===== config.mk =====
export PLATFORM = sky130hd
export DESIGN_NAME = kmeans_iter_ctrl
export DESIGN_NICKNAME = d
export VERILOG_FILES = /design/src/rtl/kmeans_iter_ctrl.sv
export SDC_FILE = /design/constraint.sdc
export NUM_CORES = 1
export LEC_CHECK = 0
export BUFFER_PORTS_ARGS = -buffer_cell sky130_fd_sc_hd__buf_4
export CAP_MARGIN = 25
export CORE_UTILIZATION = 54
export CTS_CLUSTER_DIAMETER = 50
export DETAILED_ROUTE_END_ITERATION = 8
export HOLD_SLACK_MARGIN = 0.15
export PLACE_DENSITY = 0.82
export SKIP_LAST_GASP = 1
export SYNTH_ARGS = -nofsm -noshare
export SYNTH_HDL_FRONTEND = slang
export SYNTH_SLANG_ARGS = --single-unit

===== constraint.sdc =====
create_clock -name clk -period 2.55 [get_ports clk]
set_input_delay 0.3825 -clock clk [delete_from_list [all_inputs] [get_ports clk]]
set_output_delay 0.3825 -clock clk [all_outputs]
set_load 0.005 [all_outputs]

===== src/rtl/kmeans_iter_ctrl.sv =====
// Kmeans iteration controller: assign phase streams points and collects labels, update phase walks clusters.
// Latency: 40 cycles per iteration with 1-cycle ack/done turnaround (defaults); done pulses one cycle after CHECK.
// Backpressure: waits on pt_ack / upd_done; optional watchdog under `KMEANS_CTRL_TIMEOUT_EN aborts stalled waits.
module kmeans_iter_ctrl #(
  parameter int N_POINTS = 16,
  parameter int ADDR_W   = 4,
  parameter int K        = 3,
  parameter int LABEL_W  = 2,
  parameter int MAX_ITER = 15,
  parameter int ITER_W   = 4
) (
  input  logic               clk,
  input  logic               reset,
  input  logic               start,
  output logic               busy,
  output logic               done,
  output logic               converged,
  output logic [ITER_W-1:0]  iter_count,
  output logic               acc_clr,
  output logic               pt_req,
  output logic [ADDR_W-1:0]  pt_addr,
  input  logic               pt_ack,
  input  logic [LABEL_W-1:0] label_in,
  output logic               upd_start,
  output logic [LABEL_W-1:0] upd_cluster,
  input  logic               upd_done,
  output logic               err
);

  localparam logic [2:0] ST_IDLE     = 3'd0;
  localparam logic [2:0] ST_CLR      = 3'd1;
  localparam logic [2:0] ST_ASSIGN   = 3'd2;
  localparam logic [2:0] ST_WAIT_LBL = 3'd3;
  localparam logic [2:0] ST_UPDATE   = 3'd4;
  localparam logic [2:0] ST_WAIT_UPD = 3'd5;
  localparam logic [2:0] ST_CHECK    = 3'd6;
  localparam logic [2:0] ST_FIN      = 3'd7;

  localparam int CNT_W = ADDR_W + 1;
  localparam logic [ADDR_W-1:0]  LAST_PT  = ADDR_W'(N_POINTS - 1);
  localparam logic [LABEL_W-1:0] LAST_CL  = LABEL_W'(K - 1);
  localparam logic [ITER_W-1:0]  ITER_LIM = ITER_W'(MAX_ITER);
  localparam logic [CNT_W-1:0]   CNT_MAX  = {CNT_W{1'b1}};

  logic [2:0]         state;
  logic [CNT_W-1:0]   change_cnt;
  logic [LABEL_W-1:0] label_mem [N_POINTS];
  logic               lbl_diff;
  logic [ITER_W-1:0]  iter_next;
  logic               in_wait;

  assign lbl_diff  = (label_in != label_mem[pt_addr]);
  assign iter_next = iter_count + ITER_W'(1);
  assign in_wait   = (state == ST_WAIT_LBL) || (state == ST_WAIT_UPD);

  assign busy      = (state != ST_IDLE) && (state != ST_FIN);
  assign done      = (state == ST_FIN);
  assign acc_clr   = (state == ST_CLR);
  assign pt_req    = (state == ST_ASSIGN);
  assign upd_start = (state == ST_UPDATE);

`ifdef KMEANS_CTRL_TIMEOUT_EN
  logic [7:0] wd_cnt;
  logic       wd_fire;

  assign wd_fire = in_wait && (wd_cnt == 8'hFF);

  always_ff @(posedge clk) begin
    if (reset) begin
      wd_cnt <= '0;
      err    <= 1'b0;
    end else begin
      if ((state == ST_IDLE) && start) err <= 1'b0;
      if (wd_fire) err <= 1'b1;
      // any non-wait state in between restarts the count for the next wait
      if (in_wait) wd_cnt <= wd_cnt + 8'd1;
      else         wd_cnt <= '0;
    end
  end
`else
  assign err = 1'b0;
`endif

  always_ff @(posedge clk) begin
    if (reset) begin
      state       <= ST_IDLE;
      pt_addr     <= '0;
      upd_cluster <= '0;
      iter_count  <= '0;
      converged   <= 1'b0;
      change_cnt  <= '0;
    end else begin
      case (state)
        ST_IDLE: begin
          if (start) begin
            state      <= ST_CLR;
            iter_count <= '0;
            converged  <= 1'b0;
            change_cnt <= '0;
          end
        end
        ST_CLR: begin
          pt_addr    <= '0;
          change_cnt <= '0;
          state      <= ST_ASSIGN;
        end
        ST_ASSIGN: state <= ST_WAIT_LBL;
        ST_WAIT_LBL: begin
          if (pt_ack) begin
            if (lbl_diff && (change_cnt != CNT_MAX)) change_cnt <= change_cnt + CNT_W'(1);
            if (pt_addr == LAST_PT) begin
              upd_cluster <= '0;
              state       <= ST_UPDATE;
            end else begin
              pt_addr <= pt_addr + ADDR_W'(1);
              state   <= ST_ASSIGN;
            end
          end
        end
        ST_UPDATE: state <= ST_WAIT_UPD;
        ST_WAIT_UPD: begin
          if (upd_done) begin
            if (upd_cluster == LAST_CL) begin
              state <= ST_CHECK;
            end else begin
              upd_cluster <= upd_cluster + LABEL_W'(1);
              state       <= ST_UPDATE;
            end
          end
        end
        ST_CHECK: begin
          iter_count <= iter_next;
          // labels start at 0, so a quiet first pass says nothing about convergence
          if ((change_cnt == '0) && (iter_count != '0)) begin
            converged <= 1'b1;
            state     <= ST_FIN;
          end else if (iter_next == ITER_LIM) begin
            state <= ST_FIN;
          end else begin
            state <= ST_CLR;
          end
        end
        ST_FIN:  state <= ST_IDLE;
        default: state <= ST_IDLE;
      endcase
`ifdef KMEANS_CTRL_TIMEOUT_EN
      if (wd_fire) state <= ST_FIN;
`endif
    end
  end

  always_ff @(posedge clk) begin
    if (reset) begin
      for (int i = 0; i < N_POINTS; i++) label_mem[i] <= '0;
    end else if ((state == ST_WAIT_LBL) && pt_ack && lbl_diff) begin
      label_mem[pt_addr] <= label_in;
    end
  end

endmodule


======== After elaboration in Yosys (flattened, before gate mapping) ========
Memory sizes are Yosys's and may differ from the RTL's. A register that Yosys moved wholly into a read port is not among the register bits.
Index checks and enable logic that the tools add are counted.
word-level totals
  flip-flop bits (word level) ............. 19
  memory bits (read-only) ................. 0
  latch bits .............................. 0
  logic and storage cells ................. 87
  bits in writable memories ............... 32
  memories ................................ 1
  bits of input ports ..................... 7
  output and inout bits ................... 17
memory list
  memory     depth  bits a word  rd ports  clocked after memory_dff  wr ports  RTL line  source
  label_mem  16     2            1         1                         16        47        logic [LABEL_W-1:0] label_mem [N_POINTS];
operators by class
  equal/unequal tests ..................... 21
  magnitude comparators ................... 0
  mux-type cells .......................... 35
  bitwise gates (word level) .............. 0
  shifts and indexed selects .............. 0
  reduce and logical (&&, ||, !) cells .... 20
  multiply operators ...................... 0
  div/mod/pow operators ................... 0
  add/subtract/negate cells ............... 4
operators by type and width
  kind                                                             count
  4-bit two-way mux                                                6
  3-bit case mux with 8 select lines                               1
  3-bit two-way mux                                                6
  2-bit inequality test, second input constant                     8
  4-bit case mux with 2 select lines                               2
  5-bit two-way mux                                                3
  5-bit case mux with 3 select lines                               1
  3-bit == test, second input constant                             4
  2-bit two-way mux                                                6
  3-bit AND reduction                                              3
  4-bit by 1-bit adder with 4-bit output, second input constant    2
  4-bit == test, second input constant                             2
  1-bit two-way mux                                                8
  3-bit by 2-bit == test with 1-bit output, second input constant  2
  2-bit nonzero test                                               3
  3-bit nonzero test                                               2
  5-bit by 1-bit adder with 5-bit output, second input constant    1
  1-bit logical AND                                                5
  5-bit logical NOT                                                1
  5-bit inequality test, second input constant                     1
  5-bit AND reduction                                              1
  2-bit case mux with 2 select lines                               1
  4-bit AND reduction                                              1
  4-bit nonzero test                                               1
  9 further kinds                                                  9

======== Longest topological paths before layout ========
  depth in word-level cells ............... 8
  mapped depth ............................ 11
  depth with buffers taken out ............ 9

======== Least setup slack after synthesis ========
No wires, ideal clock.
  kind .................................... flip-flop to flip-flop
  from .................................... reg with a tool-made name
  to ...................................... mem label_mem[10][0], enable pin
  path buffers ............................ 4
  setup time .............................. 0.248 ns
  arrival time ............................ 2.292 ns
  stages on the path, launching flop included .. 12
  period minus slack after synthesis ...... 2.541 ns
  data required time ...................... 2.302 ns
  path slack .............................. 0.009 ns
  cell sequence ........................... dfxtp_1 buf_4 buf_8 mux2i_1 mux4_2 mux2i_1 xnor2_1 o211ai_2 and3_1 buf_6 buf_8 a31o_1
RTL lines
  item       RTL line
  to (decl)  47

==> flow_metrics.env <==
export IMPL_run_status="finished with violations"
export IMPL_violations="setup timing"
export IMPL_reg2reg_to="label_mem[5][1]$_SDFFCE_PN0P_"
export IMPL_track_usage_pct=23.9
export IMPL_whs_path_depth=2
export IMPL_start_kind="flop"
export IMPL_synth_area_leaders="edfxtp_1, dfxtp_1, mux2i_1"
export IMPL_timing_final_hold_violations=0
export IMPL_dieWidth_um=77.4
export IMPL_finalClockSkew_ps=15.3
export IMPL_coreArea_mm2=0.00551
export IMPL_fmaxAchievable_mhz=386
export IMPL_min_path_type="primary input to flop"
export IMPL_numCtsBuffers=5
export IMPL_clockBufferDepth=2
export IMPL_critPathKind="flop to flop"
export IMPL_cts_num_sinks=55
export IMPL_syn_to_final_growth_pct=13.3
export IMPL_rr_worst_depth=10
export IMPL_timing_final_crit_share_pct=101
export IMPL_cts_tree="yes"
export IMPL_insertion_delay_ps=320
export IMPL_synth_edf_count=32
export IMPL_power_mw=1.64
export IMPL_die_area_mm2=0.00599
export IMPL_syn_nets=316
export IMPL_antenna_cells=0
export IMPL_worst_pin_slew_ps=566
export IMPL_drt_pass1_iter_count=5
export IMPL_ir_drop_uv=333
export IMPL_r2r_slack_ps=-40
export IMPL_start_util_pct=55.7
export IMPL_endpoint_kind="flop"
export IMPL_die_height_um=77.4
export IMPL_tns_ps=-73.0
export IMPL_min_from="start"
export IMPL_syn_area_mm2=0.00307
export IMPL_worstPathMaxFanout=13
export IMPL_synth_top_area_share_pct=31.3
export IMPL_hold_ws_ps=268
export IMPL_drc=0
export IMPL_grt_pass1_wl_mm=11.1
export IMPL_antenna_found_initial=0
export IMPL_synth_async_sr_flop_share_pct=0
export IMPL_cp_arrival_ps=2720
export IMPL_port_buffers=22
export IMPL_ios=24
export IMPL_place_congestion=0.847
export IMPL_syn_area_per_cell_um2=10.3
export IMPL_routed_wl_mm=7.12
export IMPL_nets=338
export IMPL_synthFlopType="edfxtp_1"
export IMPL_viasPerCell=6.15
export IMPL_slew_headroom_pct=62.1
export IMPL_syn_inst=298
export IMPL_setup_violations=7
export IMPL_fin_crit_ps=2590
export IMPL_drv_slew=0
export IMPL_first_global_vias=2245
export IMPL_grt_max_degree=44
export IMPL_whs_endpoint="converged$_SDFFE_PP0P_"
export IMPL_ys_ff_latch=55
export IMPL_dp_final_hpwl_mm=4.80
export IMPL_cts_root_buf="clkbuf_8"
export IMPL_cts_max_level=2
export IMPL_drt_iter0_drc=197
export IMPL_crit_required_ps=2680
export IMPL_p_per_area_mw_per_mm2=471
export IMPL_ant_nets=0
export IMPL_layout_setup_ws_ps=-37.7
export IMPL_synth_warnings=0
export IMPL_synth_most_common_cell="edfxtp_1"
export IMPL_drv_cap=0
export IMPL_synthTopCellsByCount="edfxtp_1, nor3_1, dfxtp_1, nor2_1, nand2_1"
export IMPL_cts_clk_slew_worst_paths_ps=110
export IMPL_rows=27
export IMPL_synthDistinctLibCells=46
export IMPL_grt_overflow=0
export IMPL_postCtsHoldBufs=0
export IMPL_num_vias=2416
export IMPL_ys_seq_area_share_pct=46.3
export IMPL_wire_per_inst_um=18.1
export IMPL_yosysTopAreaCell="edfxtp_1"
export IMPL_drive_gt1_share_pct=22.7
export IMPL_dp_slack_ps=46.7
export IMPL_power_leakage_nw=1.21
final cells by class:
type | count | area, um2
fill | 428 | 2030
multi-input combinational | 205 | 1480
sequential | 55 | 1420
timing repair buffer | 38 | 328
tap | 72 | 90.1
clock buffer | 5 | 68.8
inverter | 15 | 56.3
clock inverter | 3 | 31.3
metal layers:
metal	global-route usage [%]	part of all wire, %	vias up	routed length [um]
met4	6.04	1.1	0	80
li1	-	-	1134	-
met3	4.12	6.7	16	475
met5	0	0	-	0
met2	38.6	48	109	3450
met1	33.4	44	1157	3110
cell usage in the layout (no fill, tap or decap), types with 2 or more instances in the layout:
master	instances
nand3b_1	3
xor2_1	5
o22ai_1	3
or3_1	2
ha_1	11
buf_12	2
nor4b_2	6
nand3_1	10
and3_1	5
dfxtp_1	21
a31oi_1	3
edfxtp_1	32
nand2b_1	7
xnor2_1	2
nor2b_1	3
nor2_1	21
nor3_1	27
nand4_1	2
a31o_2	7
nand2_1	18
inv_1	15
a21oi_1	14
o21ai_0	6
nor4b_1	3
o21a_1	2
dfxtp_2	2
mux4_2	4
buf_4	35
clkbuf_8	5
mux2i_1	15
a31o_1	9
inv_8	2
nor3_2	2
stage by stage:
| stage | cell area (um2) | std cells | utilization, % |
|---|---|---|---|
| floorplan | 3070 | 298 | - |
| global placement | 3300 | 380 | 59.9 |
| detailed placement | 3300 | 380 | 59.9 |
| CTS | 3400 | 388 | 61.7 |
| global route | 3470 | 393 | 63.1 |
| finish | 3470 | 393 | 63.1 |
critical path, cell delays in order, from the launching register on:
cell	delay [ps]
dfxtp_2	350
buf_12	150
mux2i_1	140
mux4_2	460
mux2i_1	210
xnor2_1	160
o211ai_2	110
buf_4	200
nand3_2	150
buf_4	200
nor3_1	270
registers in the layout, summed over array words and instances (netlist names), named ones only:
| signal | flops |
|---|---|
| change_cnt | 5 |
| converged | 1 |
| iter_count | 4 |
| label_mem | 32 |
| pt_addr | 4 |
| state | 3 |
| upd_cluster | 2 |
timing repair:
action / 4_1_cts / 5_1_grt
gates resized for setup: 0 / 5
buffers inserted: 0 / 3
setup endpoints to repair: 0 / 50
worst max-delay path by stage:
stage	startpoint	endpoint	slack, ps	cells past startpoint
global route	flop	label_mem[6][0]$_SDFFCE_PN0P_	-70	10
finish	flop	label_mem[5][1]$_SDFFCE_PN0P_	-40	10
global placement	flop	label_mem[2][0]$_SDFFCE_PN0P_	170	9
floorplan	flop	label_mem[10][0]$_SDFFCE_PN0P_	9	11
CTS	flop	label_mem[10][0]$_SDFFCE_PN0P_	10	9
detailed placement	flop	label_mem[10][0]$_SDFFCE_PN0P_	50	9
kinds of logic (layout without fill, tap and decap cells):
| group | Yosys count | in the layout | share of synthesized area (%) |
|---|---|---|---|
| other | 1 | 1 | 0.122 |
| multiplexers | 19 | 19 | 7.83 |
| buffers and inverters | 39 | 61 | 6.36 |
| flip-flops | 55 | 55 | 46.3 |
| AND/OR/NAND/NOR | 115 | 116 | 21.3 |
| XOR/XNOR | 7 | 7 | 2.00 |
| adder cells (fa/ha/maj) | 11 | 11 | 4.49 |
| AO/OA/AOI/OAI | 51 | 51 | 11.6 |
power breakdown:
group          internal (mW)  total [mW]  switching (mW)  leakage (nW)
logic                 0.0517       0.127          0.0757         0.658
registers              0.959       0.973          0.0137         0.505
clock network          0.210       0.536           0.327        0.0522
total                   1.22        1.64           0.416          1.21
Power figures use the tool's default switching activity.
